===== src/rtl/program_sequencer.sv =====
// Program sequencer for the 1-bit ICU: owns the program counter, streams load bytes
// into program memory and handles JMP/RTN/FLAG_O/FLAG_F with a small return stack.
module program_sequencer #(
    parameter int unsigned STACK_DEPTH = 4
) (
    input  logic       clk,
    input  logic       reset,
    input  logic       program_write,
    input  logic       program_valid,
    input  logic [7:0] program_cmd,
    input  logic [7:0] cmd,
    input  logic       jmp,
    input  logic       rtn,
    input  logic       flag_o,
    input  logic       flag_f,
    output logic [7:0] pc,
    output logic       cpu_en,
    output logic       mem_we,
    output logic [7:0] mem_waddr,
    output logic [7:0] mem_wdata,
    output logic       halted,
    output logic       stack_ovf,
    output logic       load_wrap
);

    localparam int unsigned SPW = $clog2(STACK_DEPTH + 1);

    typedef enum logic [2:0] {
        IDLE,
        LOAD,
        RUN,
        JTGT,
        SKIP,
        HALT
    } state_t;

    state_t         state;
    logic [7:0]     stack_mem [STACK_DEPTH];
    logic [SPW-1:0] sp;
    logic           pw_q;
    logic           pw_rise;
    logic           stack_empty;
    logic           stack_full;
    logic           push_en;
    logic [7:0]     stack_top;

    assign pw_rise     = program_write & ~pw_q;
    assign stack_empty = (sp == '0);
    assign stack_full  = (sp == SPW'(STACK_DEPTH));
    assign push_en     = (state == JTGT) && !pw_rise && !stack_full;

    assign cpu_en    = (state == RUN);
    assign halted    = (state == HALT);
    assign mem_we    = (state == LOAD) && program_valid;
    assign mem_wdata = program_cmd;

    always_comb begin
        stack_top = '0;
        for (int unsigned i = 0; i < STACK_DEPTH; i++) begin
            if (sp == SPW'(i + 1)) stack_top = stack_mem[i];
        end
    end

    // Return addresses are pushed at the current depth slot; no reset needed on the data.
    always_ff @(posedge clk) begin
        if (push_en) begin
            for (int unsigned i = 0; i < STACK_DEPTH; i++) begin
                if (sp == SPW'(i)) stack_mem[i] <= pc + 8'd1;
            end
        end
    end

    always_ff @(posedge clk or negedge reset) begin
        if (!reset) begin
            state     <= IDLE;
            pc        <= '0;
            mem_waddr <= '0;
            stack_ovf <= 1'b0;
            load_wrap <= 1'b0;
            sp        <= '0;
            pw_q      <= 1'b0;
        end else begin
            pw_q <= program_write;
            case (state)
                IDLE: begin
                    if (program_write) begin
                        state     <= LOAD;
                        mem_waddr <= '0;
                    end else begin
                        state <= RUN;
                        pc    <= '0;
                    end
                end
                LOAD: begin
                    if (program_valid) begin
                        mem_waddr <= mem_waddr + 8'd1;
                        if (mem_waddr == 8'hFF) load_wrap <= 1'b1;
                    end
                    if (!program_write) begin
                        state <= RUN;
                        pc    <= '0;
                        sp    <= '0;
                    end
                end
                default: begin
                    // A fresh load request overrides whatever the ICU is doing.
                    if (pw_rise) begin
                        state     <= LOAD;
                        sp        <= '0;
                        mem_waddr <= '0;
                    end else begin
                        case (state)
                            RUN: begin
                                if (flag_f) begin
                                    state <= HALT;
                                end else if (rtn) begin
                                    if (!stack_empty) begin
                                        pc    <= stack_top;
                                        sp    <= sp - SPW'(1);
                                        state <= SKIP;
                                    end else begin
                                        pc <= '0;
                                    end
                                end else if (jmp) begin
                                    pc    <= pc + 8'd1;
                                    state <= JTGT;
                                end else if (flag_o) begin
                                    pc <= '0;
                                end else begin
                                    pc <= pc + 8'd1;
                                end
                            end
                            JTGT: begin
                                if (stack_full) begin
                                    stack_ovf <= 1'b1;
                                    state     <= HALT;
                                end else begin
                                    sp    <= sp + SPW'(1);
                                    pc    <= cmd;
                                    state <= RUN;
                                end
                            end
                            SKIP: begin
                                pc    <= pc + 8'd1;
                                state <= RUN;
                            end
                            default: ;
                        endcase
                    end
                end
            endcase
        end
    end

endmodule

===== config.mk =====
export PLATFORM = sky130hd
export DESIGN_NAME = program_sequencer
export DESIGN_NICKNAME = d
export VERILOG_FILES = /design/src/rtl/program_sequencer.sv
export SDC_FILE = /design/constraint.sdc
export NUM_CORES = 1
export LEC_CHECK = 0
export BUFFER_PORTS_ARGS = -buffer_cell sky130_fd_sc_hd__buf_4
export CORE_MARGIN = 3
export CORE_UTILIZATION = 53
export CTS_BUF_LIST = sky130_fd_sc_hd__clkbuf_8
export DETAILED_ROUTE_END_ITERATION = 16
export PLACE_DENSITY = 0.79
export SYNTH_ARGS = -nofsm -noshare
export SYNTH_HDL_FRONTEND = slang
export SYNTH_SLANG_ARGS = --single-unit

===== constraint.sdc =====
create_clock -name clk -period 2.3 [get_ports clk]
set_clock_uncertainty 0.1 [all_clocks]
set_input_delay 0.115 -clock clk [delete_from_list [all_inputs] [get_ports clk]]
set_output_delay 0.115 -clock clk [all_outputs]
set_load 0.02 [all_outputs]

After elaboration in Yosys (flattened, before gate mapping)
Memories as Yosys holds them, arrays and structs flattened. Index checks and enable logic that the tools add are counted.

Register bits after elaboration: 25. Memory bits (writable): 32. Input port bits: 24. Word-level logic and storage cells: 118. Memories kept: 1.

Add/sub/neg operators: 4. Equality and inequality tests: 23. Multiplexer cells: 57. Bitwise operators: 5. Reduce and logical (&&, ||, !) cells: 21.

Memories: stack_mem (words 4, width 8, read ports 4, clocked after Yosys merged registers in 0, write ports 1, line 38) `logic [7:0] stack_mem [STACK_DEPTH];`.

Operators by type and width (count): 2-to-1 mux 8 bit (19); 2-to-1 mux 3 bit (13); one-hot mux 8 bit (3 select lines) (1); OR reduction 8 bit (3); one-hot mux 3 bit (2 select lines) (3); adder 8 x 1 -> 8 bit (second input constant) (2); one-hot mux 8 bit (2 select lines) (1); 2-to-1 mux 1 bit (15); equality test 3 x 2 -> 1 bit (second input constant) (4); inequality test 2 bit (second input constant) (5); equality test 3 bit (second input constant) (3); one-hot mux 3 bit (3 select lines) (1); equality test 8 bit (second input constant) (1); 2-to-1 mux 2 bit (4); inequality test 4 x 2 -> 1 bit (second input constant) (2); inequality test 4 x 3 -> 1 bit (second input constant) (2); AND reduction 4 bit (2); nonzero test 4 bit (2); inequality test 7 x 4 -> 1 bit (second input constant) (1); inequality test 7 x 5 -> 1 bit (second input constant) (1); AND reduction 7 bit (1); equality test 3 x 1 -> 1 bit (second input constant) (2); zero test 3 bit (2); inequality test 3 bit (second input constant) (2); other kinds (11) (18).

Longest topological paths before layout
Gate-level depths: netlist of the first run.

Depth after elaboration: 11. Mapped depth: 10.

Worst setup path after synthesis of the first run
Ideal clock, no wire load.

Path type: flip-flop to flip-flop. From: register sp[2]. To: register pc[7]. Data arrival time: 2.072 ns. Path slack: 0.006 ns. Stages on the path, launching flop included: 11. Clock period less this slack: 2.294 ns. Cells stage by stage: dfrtp_1 -> clkbuf_1 -> clkbuf_1 -> inv_1 -> ha_1 -> clkbuf_1 -> a211oi_1 -> o21ai_0 -> o211ai_1 -> o211ai_1 -> a32o_1.

Cells in the longest elaborated chain, start to end: 11. Elaborated cells on any way between the ends: 17.

Ends and longest elaborated chain: from (decl) (line 39) `logic [SPW-1:0] sp;`; from (signal assigned) (line 119) `sp <= sp - SPW'(1);`; from (signal assigned) (line 138) `sp <= sp + SPW'(1);`; equality test 3 x 1 -> 1 bit (line 60) `if (sp == SPW'(i + 1)) stack_top = stack_mem[i];`; 2-to-1 mux 8 bit (4 in a row) (line 60); 2-to-1 mux 8 bit (line 117) `if (!stack_empty) begin`; 2-to-1 mux 8 bit (line 116) `end else if (rtn) begin`; 2-to-1 mux 8 bit (line 114) `if (flag_f) begin`; one-hot mux 8 bit (3 select lines) (line 112) `case (state)`; 2-to-1 mux 8 bit (line 107) `if (pw_rise) begin`; 2-to-1 mux 8 bit; to (signal assigned) (line 118) `pc <= stack_top;`; to (signal assigned) (line 125) `pc <= pc + 8'd1;`; to (signal assigned) (line 130) `pc <= pc + 8'd1;`; to (decl) (line 16) `output logic [7:0] pc,`.

Parallel ways exist; a longest one is shown, timed or not. The select of a mux whose other input is x is not followed. A chain may end at the register's enable or synchronous reset.

Worst setup path after layout of the first run
From: register sp[0]. To: register pc[5].

Same word-level chain as after synthesis.

==> results_dict.tcl, run 1 <==
set metrics [dict create \
    final_max_slew_viol_count 0 \
    synthArstFlopShare 0.439 \
    wl_mm 8.18 \
    worstSetupPathType "flip-flop to flip-flop" \
    track_usage 0.239 \
    wl_per_cell_microns 19.5 \
    vias 2662 \
    drt-initial-drc-count 287 \
    vias_per_cell 6.34 \
    synth-simple-area-share 0.160 \
    reg2reg_from "sp[0]" \
    grt_pass1_wl_mm 13.1 \
    tritoncts "built" \
    final_nets 375 \
    required_ps 2420 \
    die_area_sq_mm 0.00696 \
    core_sq_mm 0.00564 \
    clock-sinks 57 \
    netlist_area_sq_mm 0.00318 \
    ys.warnings.count 0 \
    fin_crit_sh 0.965 \
    hold_start "cmd[4]" \
    synth-edff-count 32 \
    hp-class "input port to flip-flop" \
    leakage_nw 1.53 \
    synth_compound_area_frac 0.190 \
    numCtsBuffers 9 \
    hold_viol 0 \
    setup_slack_ps 79.4 \
    worstPathArrival_ps 2340 \
    dp_hpwl_mm 5.85 \
    io_buffer_count 36 \
    slowest_delay_ps 430 \
    clk_latency_ps 330 \
    pin_count 53 \
    ir_worst_vdd_v 0.000666 \
    first_pass_iters 7 \
    power_density_mw_per_mm2 1280 \
    grt_setup_unrepaired "false" \
    start_util 0.563 \
    root_buffer "clkbuf_8" \
    max_slew_margin 0.646 \
    clock_tree.buffer_depth 2 \
    die_w_microns 83.4 \
    synth_cells 301 \
    htreeDepth 3 \
    dp_slack_ps 90.0 \
    path_clk_slew_ps 60 \
    ant_nets 0 \
    synthAdderAreaFrac 0.0315 \
    yosysSeqAreaShare 0.499 \
    grt_max_degree 26 \
    n_antenna_cell 0 \
    synth_seq_cells 57 \
    fmax_mhz 450 \
    route.detailed.drc 0 \
    synth_cell_types 57 \
    synth_xor_area_frac 0.0358 \
    syn-mean-instance-area_sq_um 10.6 \
    cp_max_fo 15 \
    antenna_found_initial 0 \
    synthMuxAreaShare 0.0240 \
    drive_above_1_share 0.239 \
    die_h_microns 83.4 \
    tightestPinTransition_ps 517 \
    gp_congestion 0.918 \
    cp_cell_sequence "inv_1 > ha_1 > buf_4 > or3_1 > o221ai_1 > a221oi_1 > o41ai_2" \
    setup_tns_ps 0 \
    grt_pass1_vias 2538 \
    area_growth_pct 17.7 \
    syn-num-nets 333 \
    yosys_most_used_dff "edfxtp_1" \
    rows 27 \
    synth_top_family_by_area "compound AO/OA/AOI/OAI gates" \
    drv_cap 0 \
    start_kind "flip-flop" \
    cpLargestDelayFamily "compound AO/OA/AOI/OAI gates" \
    worst_path_max_delay_cell "dfrtp_1" \
    cp-end-kind "flip-flop" \
    cp-startpoint "sp[0]" \
    finalSetupViolations 0 \
    critical_path_buf_inv_count 2 \
    status "complete, no violations" \
    overflow 0 \
    finalCriticalPeriod_ps 2220 \
]
[tightest hold or removal path: stages]
cell	delay, ps
buf_4	80
o221ai_1	120
o21ai_1	140
[metrics by stage]
step	util	hold slack (ps)	total power, mW	instances	area [sq um]
6_report	0.663	58.3	4.78	420	3740
4_1_cts	0.662	43.3	4.74	420	3730
5_1_grt	0.663	73.0	5.04	420	3740
3_3_place_gp	0.623	-63.0	3.70	402	3510
3_5_place_dp	0.623	-61.4	3.77	402	3510
2_1_floorplan	-	-281	3.10	301	3180
[area by class of cell]
type / count / area [sq um]
Fill cell: 434 / 1900
Sequential cell: 57 / 1590
Multi-Input combinational cell: 209 / 1410
Timing Repair Buffer: 54 / 410
Clock buffer: 11 / 151
Tap cell: 72 / 90.1
Clock inverter: 5 / 47.5
Inverter: 12 / 45.0
[cells in the mapped netlist, types with 3 or more instances]
cell type | count | area (sq um)
inv_1 | 12 | 45.0
buf_4 | 8 | 60.1
a221oi_1 | 5 | 43.8
clkbuf_1 | 8 | 30.0
nand2b_1 | 6 | 37.5
nor2_1 | 23 | 86.3
ha_1 | 8 | 100
nand2_1 | 31 | 116
xor2_1 | 7 | 61.3
mux2_2 | 3 | 33.8
xnor2_1 | 6 | 52.6
a32o_1 | 3 | 30.0
buf_6 | 3 | 33.8
nand4_1 | 3 | 18.8
nand3_1 | 10 | 50.1
buf_2 | 4 | 20.0
o211ai_1 | 6 | 45.0
dfrtp_1 | 25 | 626
a221o_1 | 4 | 40.0
a21oi_1 | 19 | 95.1
o221ai_1 | 4 | 35.0
edfxtp_1 | 32 | 961
nor3b_1 | 3 | 22.5
nor3_1 | 8 | 40.0
o21ai_0 | 16 | 80.1
and3b_1 | 3 | 26.3
and3_1 | 3 | 18.8
[where the power goes]
group	internal (mW)	switching, mW	total [mW]	leakage [nW]
clock network	0.548	0.387	0.934	0.112
registers	1.32	0.244	1.57	0.619
logic	0.920	1.35	2.27	0.803
[flip-flops by register name (all words and copies together) (netlist names)]
| signal | flops |
|---|---|
| load_wrap | 1 |
| stack_mem | 32 |
| stack_ovf | 1 |
| pw_q | 1 |
| pc | 8 |
| state | 3 |
| mem_waddr | 8 |
| sp | 3 |
[layout by cell type (no fill, tap or decap), types with 10 or more instances in the layout]
cell type and n:
nand2_1 31, a21oi_1 19, inv_1 14, nor2_1 23, dfrtp_1 25, edfxtp_1 32
o21ai_0 15, clkbuf_8 11, buf_4 52, nand3_1 10
[path summary, 6_finish.rpt]
check,to,slack (ps),cells past startpoint
min reg2reg,stack_ovf,360,1
max in group asynchronous,pc[1],1700,2
min in group asynchronous,sp[2],130,2
max reg2reg,pc[5],80,7
min,pc[4],60,3
max,pc[5],80,7
[cells by family after synthesis]
family / count (synthesis)
DFF: 57
adders and majority gates: 8
buffers and inverters: 35
xor gates and xnor gates: 13
AOI/OAI and AO/OA: 80
and+or+nand+nor: 101
muxes: 7
[timing repair]
item | CTS | global route
endpoints found under the setup margin | 0 | 5
hold buffers | 2 | 0
gates resized for setup | 0 | 3
buffers inserted | 0 | 0
hold endpoints to repair | 26 | 0
[metal layers]
metal  global-route usage  vias up  wire, microns
met4                0.110        0            212
li1                     -     1194              -
met2                0.358      159           3750
met3               0.0536       22            714
met5                    0        -              0
met1                0.332     1287           3500
Note: power is estimated with default switching activity, not from simulation.
==> inputs of run 2 (changes only) <==
==> constraint.sdc (replaced) <==
create_clock -name clk -period 1.9 [get_ports clk]
set_clock_uncertainty 0.1 [all_clocks]
set_input_delay 0.095 -clock clk [delete_from_list [all_inputs] [get_ports clk]]
set_output_delay 0.095 -clock clk [all_outputs]
set_load 0.02 [all_outputs]
==> results_dict.tcl, run 2 (same netlist as run 1, synthesis figures left out) <==
set metrics [dict create \
    first_pass_iters 5 \
    largest_reg_flops 32 \
    hold_viol 1 \
    tightestPinTransition_ps 721 \
    die_area_sq_mm 0.00696 \
    wl_per_cell_microns 20.1 \
    area_growth_pct 37.5 \
    ir_worst_vdd_v 0.000850 \
    die_h_microns 83.4 \
    grt_setup_unrepaired "true" \
    required_ps 2030 \
    finalCriticalPeriod_ps 1990 \
    clk_latency_ps 340 \
    cp_max_fo 9 \
    max_slew_margin 0.519 \
    die_w_microns 83.4 \
    gp_congestion 1.01 \
    root_buffer "clkbuf_8" \
    final_max_slew_viol_count 0 \
    fin_util 0.774 \
    antenna_found_initial 0 \
    leakage_nw 1.81 \
    drv_cap 0 \
    grt_pass1_vias 2773 \
    reg_top3 "stack_mem (32), mem_waddr (8), pc (8)" \
    start_util 0.563 \
    rows 27 \
    numCtsBuffers 9 \
    drive_above_1_share 0.431 \
    clock-sinks 57 \
    mostFrequentLayoutCells "101 x buf_4, 32 x edfxtp_1, 29 x nand2_1, 21 x nor2_1, 19 x dfrtp_1" \
    io_buffer_count 36 \
    vias_per_cell 6.22 \
    violations "hold timing, setup timing" \
    cp-end-kind "flip-flop" \
    power_density_mw_per_mm2 1590 \
    htreeDepth 3 \
    fmax_mhz 502 \
    overflow 0 \
    route.detailed.drc 0 \
    clock_tree.buffer_depth 2 \
    regMostFlops "stack_mem" \
    start_kind "flip-flop" \
    layout_commonest_cell "buf_4" \
    total_power_mw 6.93 \
    dp_hpwl_mm 6.45 \
    dp.cells 447 \
    track_usage 0.263 \
    wl_mm 9.58 \
    vias 2960 \
    final_nets 431 \
    tritoncts "built" \
    grt_max_degree 26 \
    status "complete, but fails checks" \
    path_clk_slew_ps 70 \
    grt_pass1_wl_mm 14.4 \
    worstSetupPathType "flip-flop to flip-flop" \
    worstPathArrival_ps 2120 \
    finalNonFillerCells 476 \
    core_sq_mm 0.00564 \
    pin_count 53 \
    finalSetupViolations 14 \
    n_antenna_cell 0 \
    setup_slack_ps -93.9 \
    drt-initial-drc-count 322 \
    ant_nets 0 \
    hold_ws_ps -4.34 \
    fin_crit_sh 1.05 \
    hp-class "input port to flip-flop" \
]
run 2: area by class of cell:
| class | count | area, sq um |
|---|---|---|
| Timing Repair Buffer | 109 | 853 |
| Clock buffer | 9 | 124 |
| Fill cell | 350 | 1270 |
| Multi-Input combinational cell | 210 | 1610 |
| Tap cell | 72 | 90.1 |
| Sequential cell | 57 | 1590 |
| Inverter | 12 | 50.0 |
| Clock inverter | 7 | 46.3 |
run 2: stage by stage:
| stage | instance area, sq um | setup TNS (ps) | worst slack, ps |
|---|---|---|---|
| 2_1_floorplan | 3250 | -600 | -35.8 |
| 3_3_place_gp | 3900 | -450 | -102 |
| 3_5_place_dp | 3900 | -1370 | -183 |
| 4_1_cts | 4180 | -560 | -63.1 |
| 5_1_grt | 4370 | -1430 | -148 |
| 6_report | 4370 | -793 | -93.9 |
run 2: path summary, 6_finish.rpt:
path / from / slack (ps) / cells past startpoint / end
max: sp[1] / -90 / 7 / pc[3]
min: cmd[3] / -4 / 3 / pc[3]
max reg2reg: sp[1] / -90 / 7 / pc[3]
min reg2reg: load_wrap / 380 / 1 / load_wrap
max in group asynchronous: reset / 1310 / 2 / sp[1]
min in group asynchronous: reset / 110 / 2 / stack_ovf
run 2: timing repair:
item / 4_1_cts / 5_1_grt
hold buffers: 1 / 2
resized for setup: 16 / 31
setup buffers: 3 / 6
pin swaps: 9 / 10
cloned: 0 / 1
endpoints found under the hold margin: 26 / 2
endpoints found under the setup margin: 14 / 51
run 2: layer usage:
layer | part of all wire | GRT usage | vias up
li1 | - | - | 1313
met4 | 0.018 | 0.110 | 0
met3 | 0.095 | 0.0437 | 25
met5 | 0 | 0 | -
met2 | 0.48 | 0.411 | 207
met1 | 0.41 | 0.363 | 1415
run 2: worst max-delay path, cell delays in order, from the launching register on:
cell      delay [ps]
dfrtp_2          470
buf_4            160
ha_4             180
nand2_1           70
o21ai_0          100
a221o_1          380
a221oi_2         310
o21ai_1          100
run 2: power breakdown:
group | total, mW | switching [mW] | internal, mW
Combinational | 4.01 | 2.10 | 1.91
Clock | 1.01 | 0.536 | 0.469
Sequential | 1.91 | 0.294 | 1.62
Total | 6.93 | 2.93 | 4.00
==> inputs of run 3 (changes only) <==
--- a/config.mk
+++ b/config.mk
@@ -7,10 +7,9 @@
 export LEC_CHECK = 0
 export BUFFER_PORTS_ARGS = -buffer_cell sky130_fd_sc_hd__buf_4
 export CORE_MARGIN = 3
-export CORE_UTILIZATION = 53
+export CORE_UTILIZATION = 30
 export CTS_BUF_LIST = sky130_fd_sc_hd__clkbuf_8
 export DETAILED_ROUTE_END_ITERATION = 16
-export PLACE_DENSITY = 0.79
 export SYNTH_ARGS = -nofsm -noshare
 export SYNTH_HDL_FRONTEND = slang
 export SYNTH_SLANG_ARGS = --single-unit
==> results_dict.tcl, run 3 (same netlist as run 1, synthesis figures left out) <==
set metrics [dict create \
    start_kind "flip-flop" \
    die_h_microns 109 \
    grt_max_degree 26 \
    fmax_mhz 510 \
    core_sq_mm 0.0100 \
    violations "setup timing" \
    grt_pass1_vias 2709 \
    grt_pass1_wl_mm 14.0 \
    required_ps 2040 \
    drt-initial-drc-count 123 \
    die_area_sq_mm 0.0119 \
    max_slew_margin 0.634 \
    wl_per_cell_microns 16.2 \
    design_area_sq_mm 0.00445 \
    wl_mm 8.74 \
    dp.cells 507 \
    final_nets 434 \
    clk_latency_ps 340 \
    vias 2686 \
    slowest_delay_ps 420 \
    clock-sinks 57 \
    largest_reg_flops 32 \
    finalNonFillerCells 540 \
    mostFrequentLayoutCells "107 x buf_4, 32 x edfxtp_1, 29 x nand2_1, 22 x dfrtp_1, 19 x nor2_1" \
    area_growth_pct 40.1 \
    start_util 0.316 \
    critical_path_buf_inv_count 1 \
    power_density_mw_per_mm2 1530 \
    dp_slack_ps -160 \
    first_pass_iters 4 \
    grt_setup_unrepaired "true" \
    io_buffer_count 36 \
    overflow 0 \
    worstPathArrival_ps 2100 \
    r2r_setup_slack_ps -60 \
    root_buffer "clkbuf_8" \
    final_max_slew_viol_count 0 \
    htreeDepth 3 \
    fin_crit_sh 1.03 \
    status "complete, but fails checks" \
    fin_util 0.443 \
    drive_above_1_share 0.432 \
    ant_nets 0 \
    leakage_nw 1.84 \
    hold_viol 0 \
    worst_path_max_delay_cell "dfrtp_1" \
    route.detailed.drc 0 \
    cp_max_fo 6 \
    tightestPinTransition_ps 549 \
    rows 36 \
    cp_cell_sequence "buf_6 > ha_4 > ha_4 > or3_4 > o221ai_2 > a221oi_2 > o41ai_2" \
    hp-class "input port to flip-flop" \
    setup_slack_ps -60.2 \
    finalSetupViolations 6 \
    finalCriticalPeriod_ps 1960 \
    ir_worst_vdd_v 0.000731 \
    drv_cap 0 \
    cpLargestDelayFamily "compound AO/OA/AOI/OAI gates" \
    cp-end-kind "flip-flop" \
    path_clk_slew_ps 70 \
    vias_per_cell 4.97 \
    worstSetupPathType "flip-flop to flip-flop" \
    track_usage 0.154 \
    placed_area_sq_mm 0.00396 \
    tritoncts "built" \
    regMostFlops "stack_mem" \
    dp_hpwl_mm 6.43 \
    die_w_microns 109 \
    layout_commonest_cell "buf_4" \
    antenna_found_initial 0 \
    gp_congestion 0.920 \
    pin_count 53 \
    crit_top_cell "ha_4" \
    clock_tree.buffer_depth 2 \
    n_antenna_cell 0 \
    numCtsBuffers 9 \
    reg_top3 "stack_mem (32), mem_waddr (8), pc (8)" \
]
## run 3: cell count changes in the layout (fill, tap and decap cells not counted), moves of 3 or more
cell,change
buf_4,+6
o21ai_0,-5
o21ai_1,+5
dfrtp_1,+3
dfrtp_2,-3
## run 3: cell type report
cell class | count | area [sq um]
repair buffers | 113 | 868
inverters | 12 | 45.0
clock buffers | 9 | 124
fillers | 948 | 5590
clock inverters | 7 | 62.6
flip-flops and latches | 57 | 1590
multi-input cells | 209 | 1590
well taps | 133 | 166
## run 3: report_power, final
group | switching (mW) | internal (mW) | total [mW] | leakage, nW
clock | 0.492 | 0.591 | 1.08 | 0.0955
combinational | 1.94 | 1.93 | 3.87 | 1.13
sequential | 0.235 | 1.61 | 1.85 | 0.616
total | 2.67 | 4.13 | 6.80 | 1.84
## run 3: per-layer routing
metal | part of all wire | wire length (microns) | vias up | GRT usage
met5 | 0 | 0 | - | 0
met4 | 0.0093 | 81 | 0 | 0.0298
met3 | 0.057 | 496 | 9 | 0.0391
met2 | 0.47 | 4120 | 73 | 0.241
met1 | 0.46 | 4040 | 1297 | 0.216
li1 | - | - | 1307 | -
## run 3: per-stage QoR
step	total power, mW	setup TNS [ps]	hold WS, ps
floorplan	3.87	-600	-301
detailed placement	5.16	-2290	-67.2
finish	6.80	-129	9.72
global route	7.26	-863	58.8
global placement	5.11	-1520	-65.8
CTS	6.58	-128	9.59
## run 3: timing repair
| action | 4_1_cts | 5_1_grt |
|---|---|---|
| setup buffers | 7 | 8 |
| pin swaps | 9 | 14 |
| endpoints found under the hold margin | 26 | 0 |
| hold buffers | 2 | 0 |
| gates resized for setup | 23 | 27 |
| setup endpoints to repair | 33 | 26 |
## run 3: worst reg2reg max path, stage by stage, from the launching register on
cell and delay (ps):
dfrtp_1 420, buf_6 140, ha_4 150, ha_4 180, or3_4 320, o221ai_2 180, a221oi_2 90, o41ai_2 270
## run 3: final timing paths
path | start | endpoint | cells after the start
hold reg to reg | stack_ovf | stack_ovf | 1
setup / recovery | sp[1] | pc[5] | 7
min in group asynchronous | reset | pc[0] | 2
max in group asynchronous | reset | state[0] | 2
hold / removal | cmd[4] | pc[4] | 3
setup reg to reg | sp[1] | pc[5] | 7
